`config.mk`:
```
export PLATFORM = sky130hd
export DESIGN_NAME = pkt_merger_flat
export DESIGN_NICKNAME = d
export VERILOG_FILES = /design/src/rtl/pkt_merger_if.sv /design/src/rtl/pkt_merger.sv /design/src/flat_wrapper.sv
export SDC_FILE = /design/constraint.sdc
export NUM_CORES = 1
export LEC_CHECK = 0
export ABC_AREA = 1
export BUFFER_PORTS_ARGS = -buffer_cell sky130_fd_sc_hd__buf_2
export CORE_AREA = 2 2 276 278
export CTS_BUF_LIST = sky130_fd_sc_hd__clkbuf_8
export DETAILED_ROUTE_END_ITERATION = 12
export DIE_AREA = 0 0 278 280
export SKIP_LAST_GASP = 1
export SYNTH_ARGS = -nofsm -noshare
export SYNTH_HDL_FRONTEND = slang
export SYNTH_SLANG_ARGS = --single-unit
```
`constraint.sdc`:
```
create_clock -name clk_tb -period 7.1 [get_ports clk_tb]
set_clock_uncertainty 0.05 [all_clocks]
set_input_delay 1.065 -clock clk_tb [delete_from_list [all_inputs] [get_ports clk_tb]]
set_output_delay 1.065 -clock clk_tb [all_outputs]
set_load 0.02 [all_outputs]
```
`src/rtl/pkt_merger_if.sv`:
```
`timescale 1ns/1ps
// Bus bundle for pkt_merger: per-channel valid/ready packet inputs, one merged
// valid/ready output with its source channel, and the delivered-packet count.
//   master : upstream channels + downstream sink (drives inputs, reads outputs)
//   slave  : the merger itself
interface pkt_merger_if #(
  parameter int unsigned PACKET_BITS  = 72,
  parameter int unsigned NUM_CHANNELS = 8,
  parameter int unsigned CHAN_BITS    = 3
);
  localparam int unsigned CNT_BITS = 32;

  logic [PACKET_BITS-1:0]  pkt_in_data_in [NUM_CHANNELS];
  logic [NUM_CHANNELS-1:0] pkt_in_vld_in;
  logic [NUM_CHANNELS-1:0] pkt_in_rdy_out;
  logic [PACKET_BITS-1:0]  pkt_out_data_out;
  logic                    pkt_out_vld_out;
  logic                    pkt_out_rdy_in;
  logic [CHAN_BITS-1:0]    pkt_out_chan_out;
  logic [CNT_BITS-1:0]     merge_cnt_out;

  modport master (
    output pkt_in_data_in, pkt_in_vld_in, pkt_out_rdy_in,
    input  pkt_in_rdy_out, pkt_out_data_out, pkt_out_vld_out,
    input  pkt_out_chan_out, merge_cnt_out
  );

  modport slave (
    input  pkt_in_data_in, pkt_in_vld_in, pkt_out_rdy_in,
    output pkt_in_rdy_out, pkt_out_data_out, pkt_out_vld_out,
    output pkt_out_chan_out, merge_cnt_out
  );
endinterface

```
`src/rtl/pkt_merger.sv`:
```
`timescale 1ns/1ps
// pkt_merger: round-robin merge of NUM_CHANNELS valid/ready packet streams onto
// one registered output stream (1 packet/cycle), tagging each packet with its
// source channel and counting packets delivered downstream.
// Ports:
//   clk_tb    clock
//   reset_tb  asynchronous active-high reset
//   bus       pkt_merger_if.slave: pkt_in_data_in/vld_in/rdy_out per channel,
//             pkt_out_data_out/vld_out/rdy_in/chan_out, merge_cnt_out
module pkt_merger #(
  parameter int unsigned PACKET_BITS  = 72,
  parameter int unsigned NUM_CHANNELS = 8,
  parameter int unsigned CHAN_BITS    = 3
) (
  input  logic         clk_tb,
  input  logic         reset_tb,
  pkt_merger_if.slave  bus
);

  localparam int unsigned CNT_BITS = 32;
  localparam logic [CHAN_BITS-1:0] LAST_CHAN = CHAN_BITS'(NUM_CHANNELS - 1);

  logic [PACKET_BITS-1:0]  out_data_q, out_data_d;
  logic                    out_vld_q,  out_vld_d;
  logic [CHAN_BITS-1:0]    out_chan_q, out_chan_d;
  logic [CHAN_BITS-1:0]    ptr_q,      ptr_d;
  logic [CNT_BITS-1:0]     cnt_q,      cnt_d;

  logic                    load_en_c;
  logic                    drain_c;
  logic                    accept_c;
  logic                    win_found_c;
  logic [CHAN_BITS-1:0]    win_idx_c;
  logic [CHAN_BITS-1:0]    cand_c;
  logic [NUM_CHANNELS-1:0] rdy_c;

  // Output register can take a packet when empty or draining this cycle.
  assign load_en_c = !out_vld_q || bus.pkt_out_rdy_in;
  assign drain_c   = out_vld_q && bus.pkt_out_rdy_in;
  // Ready is held low throughout reset even if upstream keeps valid asserted.
  assign accept_c  = win_found_c && load_en_c && !reset_tb;

  // Round-robin scan: first valid channel at or after the pointer wins.
  always_comb begin
    win_found_c = 1'b0;
    win_idx_c   = '0;
    cand_c      = '0;
    for (int unsigned i = 0; i < NUM_CHANNELS; i++) begin
      cand_c = CHAN_BITS'((32'(ptr_q) + i) % NUM_CHANNELS);
      if (!win_found_c && bus.pkt_in_vld_in[cand_c]) begin
        win_found_c = 1'b1;
        win_idx_c   = cand_c;
      end
    end
  end

  // Only the winner sees ready; it follows load_en so a stall blocks everyone.
  always_comb begin
    rdy_c = '0;
    if (accept_c) begin
      rdy_c[win_idx_c] = 1'b1;
    end
  end

  // Next-state for output register, pointer and delivered count.
  always_comb begin
    out_vld_d  = out_vld_q;
    out_data_d = out_data_q;
    out_chan_d = out_chan_q;
    ptr_d      = ptr_q;
    cnt_d      = cnt_q;
    if (drain_c) begin
      cnt_d = cnt_q + CNT_BITS'(1);
    end
    if (accept_c) begin
      out_vld_d  = 1'b1;
      out_data_d = bus.pkt_in_data_in[win_idx_c];
      out_chan_d = win_idx_c;
      ptr_d      = (win_idx_c == LAST_CHAN) ? '0 : win_idx_c + CHAN_BITS'(1);
    end else if (drain_c) begin
      // Data and channel keep their last values once the register empties.
      out_vld_d = 1'b0;
    end
  end

  always_ff @(posedge clk_tb or posedge reset_tb) begin
    if (reset_tb) begin
      out_vld_q  <= 1'b0;
      out_data_q <= '0;
      out_chan_q <= '0;
      ptr_q      <= '0;
      cnt_q      <= '0;
    end else begin
      out_vld_q  <= out_vld_d;
      out_data_q <= out_data_d;
      out_chan_q <= out_chan_d;
      ptr_q      <= ptr_d;
      cnt_q      <= cnt_d;
    end
  end

  assign bus.pkt_in_rdy_out   = rdy_c;
  assign bus.pkt_out_data_out = out_data_q;
  assign bus.pkt_out_vld_out  = out_vld_q;
  assign bus.pkt_out_chan_out = out_chan_q;
  assign bus.merge_cnt_out    = cnt_q;

endmodule
```
`src/flat_wrapper.sv`:
```
// flat-port wrapper written by rule: the top's interface ports become plain ports
module pkt_merger_flat 
#(
  parameter int unsigned PACKET_BITS  = 72,
  parameter int unsigned NUM_CHANNELS = 8,
  parameter int unsigned CHAN_BITS    = 3
)
  (clk_tb, reset_tb, bus_pkt_in_data_in, bus_pkt_in_vld_in, bus_pkt_out_rdy_in, bus_pkt_in_rdy_out, bus_pkt_out_data_out, bus_pkt_out_vld_out, bus_pkt_out_chan_out, bus_merge_cnt_out);
  pkt_merger_if #(.PACKET_BITS(PACKET_BITS), .NUM_CHANNELS(NUM_CHANNELS), .CHAN_BITS(CHAN_BITS)) bus_i ();
  input  logic clk_tb;
  input  logic reset_tb;
  input wire logic [$bits(bus_i.pkt_in_data_in)-1:0] bus_pkt_in_data_in;
  input wire logic [$bits(bus_i.pkt_in_vld_in)-1:0] bus_pkt_in_vld_in;
  input wire logic [$bits(bus_i.pkt_out_rdy_in)-1:0] bus_pkt_out_rdy_in;
  output wire logic [$bits(bus_i.pkt_in_rdy_out)-1:0] bus_pkt_in_rdy_out;
  output wire logic [$bits(bus_i.pkt_out_data_out)-1:0] bus_pkt_out_data_out;
  output wire logic [$bits(bus_i.pkt_out_vld_out)-1:0] bus_pkt_out_vld_out;
  output wire logic [$bits(bus_i.pkt_out_chan_out)-1:0] bus_pkt_out_chan_out;
  output wire logic [$bits(bus_i.merge_cnt_out)-1:0] bus_merge_cnt_out;
  assign bus_i.pkt_in_data_in = {>>{bus_pkt_in_data_in}};
  assign bus_i.pkt_in_vld_in = bus_pkt_in_vld_in;
  assign bus_i.pkt_out_rdy_in = bus_pkt_out_rdy_in;
  assign bus_pkt_in_rdy_out = bus_i.pkt_in_rdy_out;
  assign bus_pkt_out_data_out = bus_i.pkt_out_data_out;
  assign bus_pkt_out_vld_out = bus_i.pkt_out_vld_out;
  assign bus_pkt_out_chan_out = bus_i.pkt_out_chan_out;
  assign bus_merge_cnt_out = bus_i.merge_cnt_out;
  pkt_merger #(.PACKET_BITS(PACKET_BITS), .NUM_CHANNELS(NUM_CHANNELS), .CHAN_BITS(CHAN_BITS)) u_core (.clk_tb(clk_tb), .reset_tb(reset_tb), .bus(bus_i));
endmodule
```
==> flow_summary.ini <==
[synthesis]
syn-mean-instance-area_um2 = 5.47
synthCells = 2138
seq_area_frac_synth_pct = 23.8
synth_top_family_by_area = simple AND/OR/NAND/NOR gates
muxShareOfSynthArea_pct = 0
synth_top_area_cell = nand2_1
yosys_warnings = 0
synth_common_cells = 1090 x nand2_1, 265 x nand3_1, 227 x inv_1
ys_ff_latch = 111
synth-main-ff-cell = dfrtp_1
synth.net_count = 2728
synth_most_common_cell = nand2_1
synth_area_leaders = nand2_1 35%, dfrtp_1 24%, nand3_1 11%
ys_types = 35
synth-xor-area-share_pct = 2.17
synthSimpleGateAreaFrac_pct = 57.6
synth-compound-area-share_pct = 2.44
synth_top_area_share_pct = 35.0
async_flop_share_pct = 100
synth_edf_count = 0
syn-cell-area_um2 = 11700
synth_fa_ha_area_share_pct = 0.321

[cells_and_area]
nets = 3332
drive_gt1_share_pct = 28.0
instances_no_fill = 3733
final.fill_count = 8790
area_growth_pct = 38.0

[global_routing]
grt.total_usage_pct = 17.0
overflow = 0
antenna_found_initial = 30
grt_max_degree = 109
grt_pass1_wl_um = 97500
grt_pass1_vias = 14600

[timing]
max_freq_mhz = 183
hold_viol_final = 0
tightest_slew_ps = 962
final.min_clock_period_ps = 5470
setup_violations = 0
slew_headroom_pct = 35.9
rsz0062_at_grt = false
fin_tns_setup_ps = 0
maxSlewViolCount = 0
finalCritPeriodShare_pct = 77.0

[worst_setup_path]
critical_path_required_ps = 5980
crit_path_max_fanout = 46
cp-end-kind = output port
startpoint_type = register
r2r_slack_ps = 2010
arrival_ps = 4350
worstSetupPathType = register to output port

[place]
dp_cells = 3709
place.gp.congestion = 0.857
post-dp-hpwl_um = 55400
numPortBuffers = 702

[clock_tree]
cts_tree = done
clk_pin_slew_ps = 120
clock-sinks = 111
clock_latency_ps = 450
h-tree-depth = 3
ctsResizeCount = 0
cts_made_buffers = 9
post-cts-setup-buffers = 0
cts_hold_buf = 0
cts-root-buf = clkbuf_8
ctsLongestPathBuffers = 2

[floorplanning]
num_rows = 101
die-width_um = 278
io_pins = 703
dieArea_um2 = 77800
initial_core_util_pct = 15.5
die_h_um = 280
coreArea_um2 = 75200

[drt]
dr.pass1.iters = 7
drcViolationCount = 0
postRouteAntennaNets = 0
routedWlPerCell_um = 18.5
wl_um = 69200
drt_iter0_drc = 879
vias = 15900
avgViaCountPerCell = 4.25

[status]
status = complete, no violations

[worst_hold_path]
hold_path.class = register to register

[run]
drv_cap = 0
==> state kept, by name, summed over array words and instances (netlist names) <==
register	count
u_core.bus.pkt_out_data_out	72
u_core.bus.merge_cnt_out	32
u_core.bus.pkt_out_vld_out	1
u_core.bus.pkt_out_chan_out	3
u_core.ptr_q	3
==> per-stage QoR <==
stage          cell area, µm²  setup slack [ps]  util, %  hold slack (ps)
2_1_floorplan           11700              1300        -              528
3_3_place_gp            15900              2050     21.2              411
3_5_place_dp            15900              2040     21.2              415
4_1_cts                 16100              1580     21.4              424
5_1_grt                 16100              1200     21.4              439
6_report                16100              1630     21.4              449
==> layout make-up <==
| cell class | count | area [µm²] | share of cell area (%) |
|---|---|---|---|
| antenna | 8 | 20.0 | 0.124 |
| clock buffer | 10 | 138 | 0.854 |
| clock inverter | 6 | 42.5 | 0.264 |
| inverter | 233 | 887 | 5.50 |
| multi-input combinational | 1665 | 7360 | 45.6 |
| sequential | 111 | 2780 | 17.2 |
| tap | 978 | 1220 | 7.59 |
| timing repair buffer | 722 | 3680 | 22.8 |
==> layer usage <==
| layer | vias to the layer above | wire (µm) | global-route usage [%] |
|---|---|---|---|
| li1 | 7791 | - | - |
| met1 | 7189 | 29300 | 20.9 |
| met2 | 733 | 32100 | 28.8 |
| met3 | 128 | 5190 | 4.37 |
| met4 | 20 | 2510 | 5.99 |
| met5 | - | 112 | 0 |
==> logic make-up (layout without fill, tap and decap cells) <==
group | count (synthesis) | in the layout
other | 0 | 8
buffers and inverters | 362 | 971
xor gates and xnor gates | 29 | 29
and+or+nand+nor | 1580 | 1580
AOI/OAI and AO/OA | 53 | 53
DFF | 111 | 111
adders and majority gates | 3 | 3
==> path summary, 6_finish.rpt <==
check	from	endpoint	cells past startpoint
worst min-delay path	u_core.bus.pkt_out_chan_out[1]	u_core.bus.pkt_out_chan_out[1]	2
worst max register to register	u_core.ptr_q[0]	u_core.bus.pkt_out_data_out[2]	19
max in group asynchronous	reset_tb	u_core.bus.pkt_out_data_out[32]	3
min in group asynchronous	reset_tb	u_core.bus.pkt_out_data_out[64]	2
worst min register to register	u_core.bus.pkt_out_chan_out[1]	u_core.bus.pkt_out_chan_out[1]	2
worst max-delay path	u_core.ptr_q[0]	bus_pkt_in_rdy_out[2]	16
==> critical path, stage by stage, from the launching register on <==
cell,delay (ps)
dfrtp_1,650
inv_2,230
ha_1,420
inv_1,240
nand3_1,180
nand3_1,140
nand2_1,120
nor2_4,150
nand3_1,80
nand2_1,70
inv_1,40
nor2_1,180
nand3_4,140
nand2_8,290
nand2_2,330
nor2_4,380
buf_2,230
==> cell usage in the layout (no fill, tap or decap), types with 2 or more instances in the layout <==
master,count
xnor2_1,11
o221ai_1,2
nand4_4,2
inv_1,226
buf_2,702
clkinv_2,2
o21ai_0,22
xor2_1,18
clkinvlp_4,2
dfrtp_1,111
inv_2,4
nand2_1,1090
nand2_2,7
nor3_1,8
nand3b_1,63
clkbuf_8,10
a21oi_1,3
nand3_1,265
inv_6,4
nand3_4,3
o21ai_1,22
buf_4,19
diode_2,8
nand4_1,35
ha_1,3
nor2_1,93
nor4_1,4
nor2_4,8
Power is left out: the tool's default activity adds up to more than one toggle a clock period on the data nets, which glitch-free logic cannot reach.
